**config.mk**
```make
export PLATFORM = sky130hd
export DESIGN_NAME = ram8_sweep
export DESIGN_NICKNAME = d
export VERILOG_FILES = /design/src/rtl/ram8_sweep.sv
export SDC_FILE = /design/constraint.sdc
export NUM_CORES = 1
export LEC_CHECK = 0
export ABC_AREA = 1
export BUFFER_PORTS_ARGS = -buffer_cell sky130_fd_sc_hd__buf_2
export CAP_MARGIN = 20
export CORE_MARGIN = 2
export CORE_UTILIZATION = 45
export DETAILED_ROUTE_END_ITERATION = 8
export GPL_ROUTABILITY_DRIVEN = 1
export PLACE_DENSITY_LB_ADDON = 0.05
export SYNTH_ARGS = -nofsm -noshare
export SYNTH_HDL_FRONTEND = slang
export SYNTH_SLANG_ARGS = --single-unit
export TNS_END_PERCENT = 20
```
**constraint.sdc**
```tcl
create_clock -name clock -period 1.8 [get_ports clock]
set_input_delay 0.09 -clock clock [delete_from_list [all_inputs] [get_ports clock]]
set_output_delay 0.09 -clock clock [all_outputs]
set_load 0.05 [all_outputs]
```
**src/rtl/ram8_sweep.sv**
```systemverilog
// ram8_sweep: eight-word register bank with a valid/ready write port,
// combinational read port and a self-timed clear sequencer that zeroes
// every word in eight consecutive cycles.

// One storage word; captures d on a one-hot load strobe.
module ram8_sweep_word #(
  parameter int WIDTH = 16
) (
  input  logic             clock,
  input  logic             reset_n,
  input  logic             ld,
  input  logic [WIDTH-1:0] d,
  output logic [WIDTH-1:0] q
);
  logic [WIDTH-1:0] q_q, q_d;

  // Hold unless this word's load strobe is high.
  always_comb q_d = ld ? d : q_q;

  // Word register, zero on reset.
  always_ff @(posedge clock or negedge reset_n)
    if (!reset_n) q_q <= '0;
    else          q_q <= q_d;

  assign q = q_q;
endmodule

module ram8_sweep #(
  parameter int WIDTH = 16
) (
  input  logic             clock,
  input  logic             reset_n,
  input  logic             in_valid,
  output logic             in_ready,
  input  logic [2:0]       in_addr,
  input  logic [WIDTH-1:0] in_data,
  input  logic             clear_req,
  input  logic [2:0]       rd_addr,
  output logic [WIDTH-1:0] rd_data,
  output logic             load_en,
  output logic [2:0]       load_sel,
  output logic             busy,
  output logic             clear_done
);
  localparam int NUM_WORDS = 8;

  typedef enum logic {IDLE, CLEAR} state_e;

  state_e                            state_q, state_d;
  logic [2:0]                        ptr_q, ptr_d;
  logic                              clear_done_q, clear_done_d;
  logic [WIDTH-1:0]                  wr_data;
  logic [NUM_WORDS-1:0]              load;
  logic [NUM_WORDS-1:0][WIDTH-1:0]   mem;

  // Next-state and write-port control. A clear request in IDLE drops
  // in_ready for that cycle so a coincident write is held off, not lost.
  always_comb begin
    state_d      = state_q;
    ptr_d        = ptr_q;
    clear_done_d = 1'b0;
    in_ready     = 1'b0;
    busy         = 1'b0;
    load_en      = 1'b0;
    load_sel     = in_addr;
    wr_data      = in_data;
    case (state_q)
      IDLE: begin
        in_ready = ~clear_req;
        if (clear_req) begin
          state_d = CLEAR;
          ptr_d   = 3'd0;
        end else if (in_valid) begin
          load_en = 1'b1;
        end
      end
      CLEAR: begin
        busy     = 1'b1;
        load_en  = 1'b1;
        load_sel = ptr_q;
        wr_data  = '0;
        ptr_d    = ptr_q + 3'd1;
        if (ptr_q == 3'd7) begin
          state_d      = IDLE;
          clear_done_d = 1'b1;
        end
      end
      default: state_d = IDLE;
    endcase
  end

  // Sequencer state, sweep pointer and done pulse.
  always_ff @(posedge clock or negedge reset_n)
    if (!reset_n) begin
      state_q      <= IDLE;
      ptr_q        <= 3'd0;
      clear_done_q <= 1'b0;
    end else begin
      state_q      <= state_d;
      ptr_q        <= ptr_d;
      clear_done_q <= clear_done_d;
    end

  assign clear_done = clear_done_q;

  // One-hot demux decode feeding one word per strobe.
  for (genvar k = 0; k < NUM_WORDS; k++) begin : g_word
    assign load[k] = load_en & (load_sel == 3'(k));
    ram8_sweep_word #(.WIDTH(WIDTH)) u_word (
      .clock   (clock),
      .reset_n (reset_n),
      .ld      (load[k]),
      .d       (wr_data),
      .q       (mem[k])
    );
  end

  assign rd_data = mem[rd_addr];
endmodule

```
==> results of run 1 <==
## worst max-delay path: stages, from the launching register on
cell and delay [ns]:
dfrtp_2 0.50, inv_4 0.07, nand2_1 0.08, nand2_2 0.09, nor2_8 0.29, nand2_2 0.34
nand2_1 0.16, nand2_1 0.06
## synthesized netlist by cell type
cell      instances  area (µm²)
nand2_1         481        1805
nor2_1          144       540.5
dfrtp_1         133        3328
nand3_1         128       640.6
inv_1            92       345.3
buf_2            27       135.1
buf_6            14       157.7
clkbuf_1         12       45.04
nand2_2          12       75.07
buf_1             7       26.28
nor2_4            5       56.30
o21ai_0           4       20.02
ha_1              2       25.02
a21oi_4           1       16.27
buf_4             1       7.510
inv_4             1       6.260
nor2_8            1       20.02
## worst max-delay path by stage
stage	from	end	slack, ns
global route	state_q	g_word[2].u_word.q[15]	-0.04
floorplan	state_q	g_word[4].u_word.q[6]	0.006
CTS	state_q	load_sel[0]	0.08
detailed placement	state_q	g_word[2].u_word.q[12]	0.1
finish	state_q	g_word[2].u_word.q[12]	0.09
global placement	state_q	g_word[2].u_word.q[12]	0.11
## power by group through the flow
stage          clock network [µW]  registers [µW]  logic, µW
2_1_floorplan                   0            4470       5060
3_3_place_gp                    0            4560       6980
3_5_place_dp                    0            4570       7060
4_1_cts                      3510            4530       7070
5_1_grt                      3640            4670       7780
6_report                     3460            4530       7070
## timing repair
action	CTS	global route
buffers inserted	0	0
endpoints found under the setup margin	0	27
hold endpoints to repair	47	0
hold buffers	2	0
## metrics by stage
step / utilization [%] / cells
2_1_floorplan: - / 1065
3_3_place_gp: 49.68 / 1316
3_5_place_dp: 49.68 / 1316
4_1_cts: 53.52 / 1350
5_1_grt: 53.52 / 1350
6_report: 53.52 / 1350
## flip-flops by register name, summed over array words and instances (netlist names)
signal / cells
ptr_q: 3
state_q: 1
g_word.u_word.q: 128
clear_done: 1
## routing by layer
layer / vias up / part of all wire, % / wire length (µm) / global-route usage, %
met1: 3050 / 47 / 9715 / 37.40
li1: 3326 / - / - / -
met5: - / 0 / 0 / 0
met3: 22 / 4.6 / 954 / 4.031
met4: 0 / 1.2 / 257 / 6.758
met2: 145 / 47 / 9768 / 42.49
## area by class of cell
cell class	instances	area (µm²)
fill	1579	7357
sequential	133	3329
multi-input combinational	778	3202
timing repair buffer	98	729.5
clock buffer	23	488.0
inverter	93	351.6
tap	216	270.3
clock inverter	9	100.1
## cell usage in the layout, fill, tap and decap left out, types with 5 or more instances in the layout
cell type,Yosys,final
nand2_1,481,481
nor2_1,144,143
dfrtp_1,133,132
nand3_1,128,128
inv_1,92,92
buf_2,27,46
buf_4,1,41
clkbuf_16,0,17
nand2_2,12,12
buf_12,0,8
nor2_4,5,5
clkinv_2,0,5
## cells by family after synthesis
| group | Yosys count |
|---|---|
| fa+ha+maj | 2 |
| compound gates | 5 |
| simple gates | 771 |
| buf+inv | 154 |
| flops | 133 |
==> impl_metrics.env, run 1 <==
export IMPL_outcome="completed"
export IMPL_root_buffer="clkbuf_16"
export IMPL_ys_seq_elements=133
export IMPL_fin_ws_ns=0.09403
export IMPL_clock_sinks=133
export IMPL_placementRows=46
export IMPL_synth_area_per_cell_um2=6.808
export IMPL_comb_power_share_pct=46.9
export IMPL_vdd_ir_drop_max_mv=1.296
export IMPL_worst_pin_slew_ns=0.5021
export IMPL_hold_start="in_data[3]"
export IMPL_first_pass_iters=5
export IMPL_grt_pass1_wl_um=33740
export IMPL_holdWs_ns=0.1501
export IMPL_core_um2=15830
export IMPL_synth_xor_area_share_pct=0
export IMPL_fin_crit_ns=1.706
export IMPL_viasPerCell=4.847
export IMPL_synth_compound_area_share_pct=0.5004
export IMPL_num_io_pins=49
export IMPL_yosys_area_share_simple_pct=43.28
export IMPL_synth_cell_types=17
export IMPL_seq_power_share_pct=30.1
export IMPL_hold_end="g_word[4].u_word.q[3]"
export IMPL_htreeDepth=4
export IMPL_vias=6543
export IMPL_drc_errors=0
export IMPL_rrSetupSlack_ns=0.09
export IMPL_fin_area_um2=8471
export IMPL_p_int_uw=8140
export IMPL_postPlaceCellArea_um2=7863
export IMPL_first_global_vias=6062
export IMPL_crit_path_max_fanout=16
export IMPL_max_clock_freq_mhz=586.2
export IMPL_dp_slack_ns=0.09837
export IMPL_antenna_found_initial=0
export IMPL_p_leak_uw=0.004874
export IMPL_cp_arrival_ns=2.02
export IMPL_r2r_start="state_q"
export IMPL_avgRoutedWirePerCell_um=15.33
export IMPL_clkPwrFrac_pct=23.0
export IMPL_n_antenna_cell=0
export IMPL_grt_max_degree=50
export IMPL_synthCells=1065
export IMPL_max_cap_violations=0
export IMPL_nets=1149
export IMPL_grtUsageTotal_pct=26.33
export IMPL_critPathKind="flip-flop to flip-flop"
export IMPL_powerDensity_nw_per_um2=1777
export IMPL_min_path_cells=6
export IMPL_crit_path_start_kind="flip-flop"
export IMPL_hp_class="primary input to flip-flop"
export IMPL_worst_r2r_cell_count=7
export IMPL_clock_latency_ns=0.43
export IMPL_area_growth_pct=16.82
export IMPL_final_setup_tns_ns=0
export IMPL_drtIter0Drc=532
export IMPL_p_sw_uw=6916
export IMPL_critPathRequiredTime_ns=2.11
export IMPL_drv_slew=0
export IMPL_fin_skew_ns=0.009028
export IMPL_period_share_pct=94.78
export IMPL_overflow=0
export IMPL_slew_limit_headroom_pct=66.52
export IMPL_cts_resized=0
export IMPL_setup_viol=0
export IMPL_syn_num_nets=1093
export IMPL_cts_buffer_depth=2
export IMPL_switching_share_pct=45.93
export IMPL_yosys_warnings=0
export IMPL_antenna_left=0
export IMPL_synth_top_family_by_area="simple AND/OR/NAND/NOR gates"
export IMPL_path_clk_slew_ns=0.06
export IMPL_total_power_uw=15060
export IMPL_final_layout_size_suffix_gt1_share_pct=13.05
export IMPL_die_x_um=130.9
export IMPL_rr_endpoint="g_word[2].u_word.q[12]"
export IMPL_place_hpwl_um=13400
export IMPL_die_h_um=130.9
export IMPL_start_util_pct=45.81
export IMPL_routed_wl_um=20700
export IMPL_rsz0062_at_grt="yes"
export IMPL_io_buffers=48
export IMPL_gp_congestion=0.8047
export IMPL_dieArea_um2=17140
export IMPL_cts_tree="yes"
export IMPL_yosys_area_share_adder_pct=0.3451
export IMPL_syn_area_um2=7251
export IMPL_hold_viol=0
export IMPL_cp_end_kind="flip-flop"
export IMPL_ys_seq_area_share_pct=45.90
export IMPL_muxShareOfSynthArea_pct=0
export IMPL_cts_buffers=17
(Power assumes the default switching activity.)
==> run 2, diff against run 1 <==
--- a/config.mk
+++ b/config.mk
@@ -5,7 +5,7 @@
 export SDC_FILE = /design/constraint.sdc
 export NUM_CORES = 1
 export LEC_CHECK = 0
-export ABC_AREA = 1
+export ABC_AREA = 0
 export BUFFER_PORTS_ARGS = -buffer_cell sky130_fd_sc_hd__buf_2
 export CAP_MARGIN = 20
 export CORE_MARGIN = 2
==> impl_metrics.env, run 2 <==
export IMPL_outcome="finished with violations"
export IMPL_violations="setup timing"
export IMPL_routed_top_layer="met4"
export IMPL_critPathRequiredTime_ns=1.71
export IMPL_grt_max_degree=61
export IMPL_crit_path_max_fanout=2
export IMPL_drtIter0Drc=318
export IMPL_synth_top_area_share_pct=50.66
export IMPL_vias=4344
export IMPL_synth_commonest_cells="dfrtp_1, nand2_1, mux2i_1, a22o_1, mux4_1"
export IMPL_path_clk_slew_ns=0.06
export IMPL_antenna_found_initial=0
export IMPL_cts_buffer_depth=2
export IMPL_worst_pin_slew_ns=0.7853
export IMPL_core_um2=14420
export IMPL_first_pass_iters=4
export IMPL_gp_congestion=0.7467
export IMPL_setup_viol=11
export IMPL_yosys_warnings=0
export IMPL_crit_path_start_kind="flip-flop"
export IMPL_grtUsageTotal_pct=23.62
export IMPL_hold_viol=0
export IMPL_final_core_util_pct=55.01
export IMPL_dieArea_um2=15580
export IMPL_hp_class="primary input to flip-flop"
export IMPL_ys_seq_area_share_pct=50.66
export IMPL_antenna_left=0
export IMPL_synth_cell_types=33
export IMPL_met3WireLength_um=1014
export IMPL_first_global_vias=4679
export IMPL_root_buffer="clkbuf_16"
export IMPL_synth_area_per_cell_um2=13.80
export IMPL_slew_limit_headroom_pct=47.45
export IMPL_max_clock_freq_mhz=548.8
export IMPL_die_x_um=124.8
export IMPL_yosysTopAreaCell="dfrtp_1"
export IMPL_vdd_ir_drop_max_mv=0.9571
export IMPL_placementRows=44
export IMPL_area_growth_pct=20.78
export IMPL_period_share_pct=101.2
export IMPL_avgRoutedWirePerCell_um=23.30
export IMPL_final_common_cell="dfrtp_1"
export IMPL_max_cap_violations=0
export IMPL_clock_sinks=133
export IMPL_fin_ws_ns=-0.02225
export IMPL_wl_met1_um=7976
export IMPL_critPathKind="flip-flop to primary output"
export IMPL_rrSetupSlack_ns=0.08
export IMPL_ys_seq_elements=133
export IMPL_layout_common_cells="dfrtp_1, nand2_1, mux2i_1"
export IMPL_holdWs_ns=0.1000
export IMPL_synth_edf_count=0
export IMPL_wl_met2_um=8333
export IMPL_powerDensity_nw_per_um2=1393
export IMPL_fin_crit_ns=1.822
export IMPL_largest_reg_flops=128
export IMPL_rsz0062_at_grt="yes"
export IMPL_p_leak_uw=0.004131
export IMPL_cts_tree="yes"
export IMPL_place_hpwl_um=10320
export IMPL_grt_pass1_wl_um=27540
export IMPL_yosysMostFrequentCell="dfrtp_1"
export IMPL_ys_top_cells_by_area="dfrtp_1, mux4_1, mux2i_1, a22o_1, nand2_1"
export IMPL_drv_slew=0
export IMPL_cts_buffers=17
export IMPL_htreeDepth=4
export IMPL_die_h_um=124.8
export IMPL_fin_skew_ns=0.006054
export IMPL_drc_errors=0
export IMPL_cp_arrival_ns=1.73
export IMPL_overflow=0
export IMPL_ys_async_sr_fraction_pct=100.0
export IMPL_io_buffers=48
export IMPL_clock_latency_ns=0.42
export IMPL_dp_slack_ns=0.06737
export IMPL_synth_top_flop_cell="dfrtp_1"
export IMPL_syn_num_nets=504
export IMPL_n_antenna_cell=0
export IMPL_routed_wl_um=17520
export IMPL_synthCells=476
export IMPL_start_util_pct=45.55
export IMPL_cp_end_kind="primary output"
export IMPL_syn_area_um2=6570
export IMPL_nets=584
export IMPL_viasPerCell=5.777
export IMPL_num_io_pins=49
export IMPL_final_layout_size_suffix_gt1_share_pct=31.16
## run 2: changes by cell type after synthesis, moves of 8 or more
| cell | before | now |
|---|---|---|
| nor2_1 | 144 | 4 |
| mux2i_1 | 0 | 65 |
| nand2_2 | 12 | 4 |
| nand2_1 | 481 | 69 |
| mux4_1 | 0 | 29 |
| inv_1 | 92 | 17 |
| buf_2 | 27 | 12 |
| nand3_1 | 128 | 0 |
| mux2_2 | 0 | 18 |
| a22o_1 | 0 | 64 |
## run 2: cell families after synthesis
| kind of cell | synth area share [%] |
|---|---|
| flip-flops | 50.66 |
| AND/OR/NAND/NOR | 8.132 |
| buffers and inverters | 5.142 |
| AO/OA/AOI/OAI | 10.07 |
| multiplexers | 25.61 |
| adder cells (fa/ha/maj) | 0.3808 |
## run 2: area by class of cell
class,instances,area (µm²)
clock buffer,20,456.7
fill,1244,6489
timing repair buffer,97,838.3
clock inverter,11,180.2
inverter,17,63.81
multi-input combinational,290,2836
tap,184,230.2
sequential,133,3329
## run 2: worst paths after layout
path                                                to  depth (start not counted)             startpoint
worst max-delay path                        rd_data[6]                          3  g_word[4].u_word.q[6]
worst min-delay path                          ptr_q[2]                          3              clear_req
worst max register to register   g_word[7].u_word.q[0]                          4                state_q
worst min register to register   g_word[4].u_word.q[5]                          1  g_word[4].u_word.q[5]
max in group asynchronous       g_word[7].u_word.q[12]                          3                reset_n
min in group asynchronous        g_word[7].u_word.q[2]                          2                reset_n
## run 2: through the flow
step / cell area, µm² / TNS, ns / cells / total power, µW
2_1_floorplan: 6573 / -0.02256 / 476 / 6143
5_1_grt: 7935 / -0.9073 / 752 / 11560
4_1_cts: 7948 / -0.3694 / 749 / 11100
3_5_place_dp: 7052 / 0 / 701 / 7074
3_3_place_gp: 7052 / 0 / 701 / 6999
6_report: 7935 / -0.1164 / 752 / 11050
## run 2: power by group
part           switching [µW]  total [µW]  internal (µW)
clock network            1260        3770           2510
registers                 413        3980           3570
logic                    1980        3300           1320
## run 2: timing repair
| item | in CTS | in global routing |
|---|---|---|
| hold buffers | 17 | 0 |
| pin swaps | 0 | 0 |
| gates resized for setup | 61 | 13 |
| hold endpoints to repair | 94 | 0 |
| cloned | 0 | 0 |
| setup buffers | 0 | 3 |
| setup endpoints to repair | 18 | 37 |
## run 2: per-layer routing
layer  up-vias  track usage [%]
met5         -                0
met4         0            6.471
met3        16            5.756
met2       133            36.68
met1      2277            33.47
li1       1918                -
## run 2: critical path: stages, from the launching register on
cell and delay (ns):
dfrtp_1 0.39, mux4_2 0.47, mux2_4 0.29, buf_6 0.15
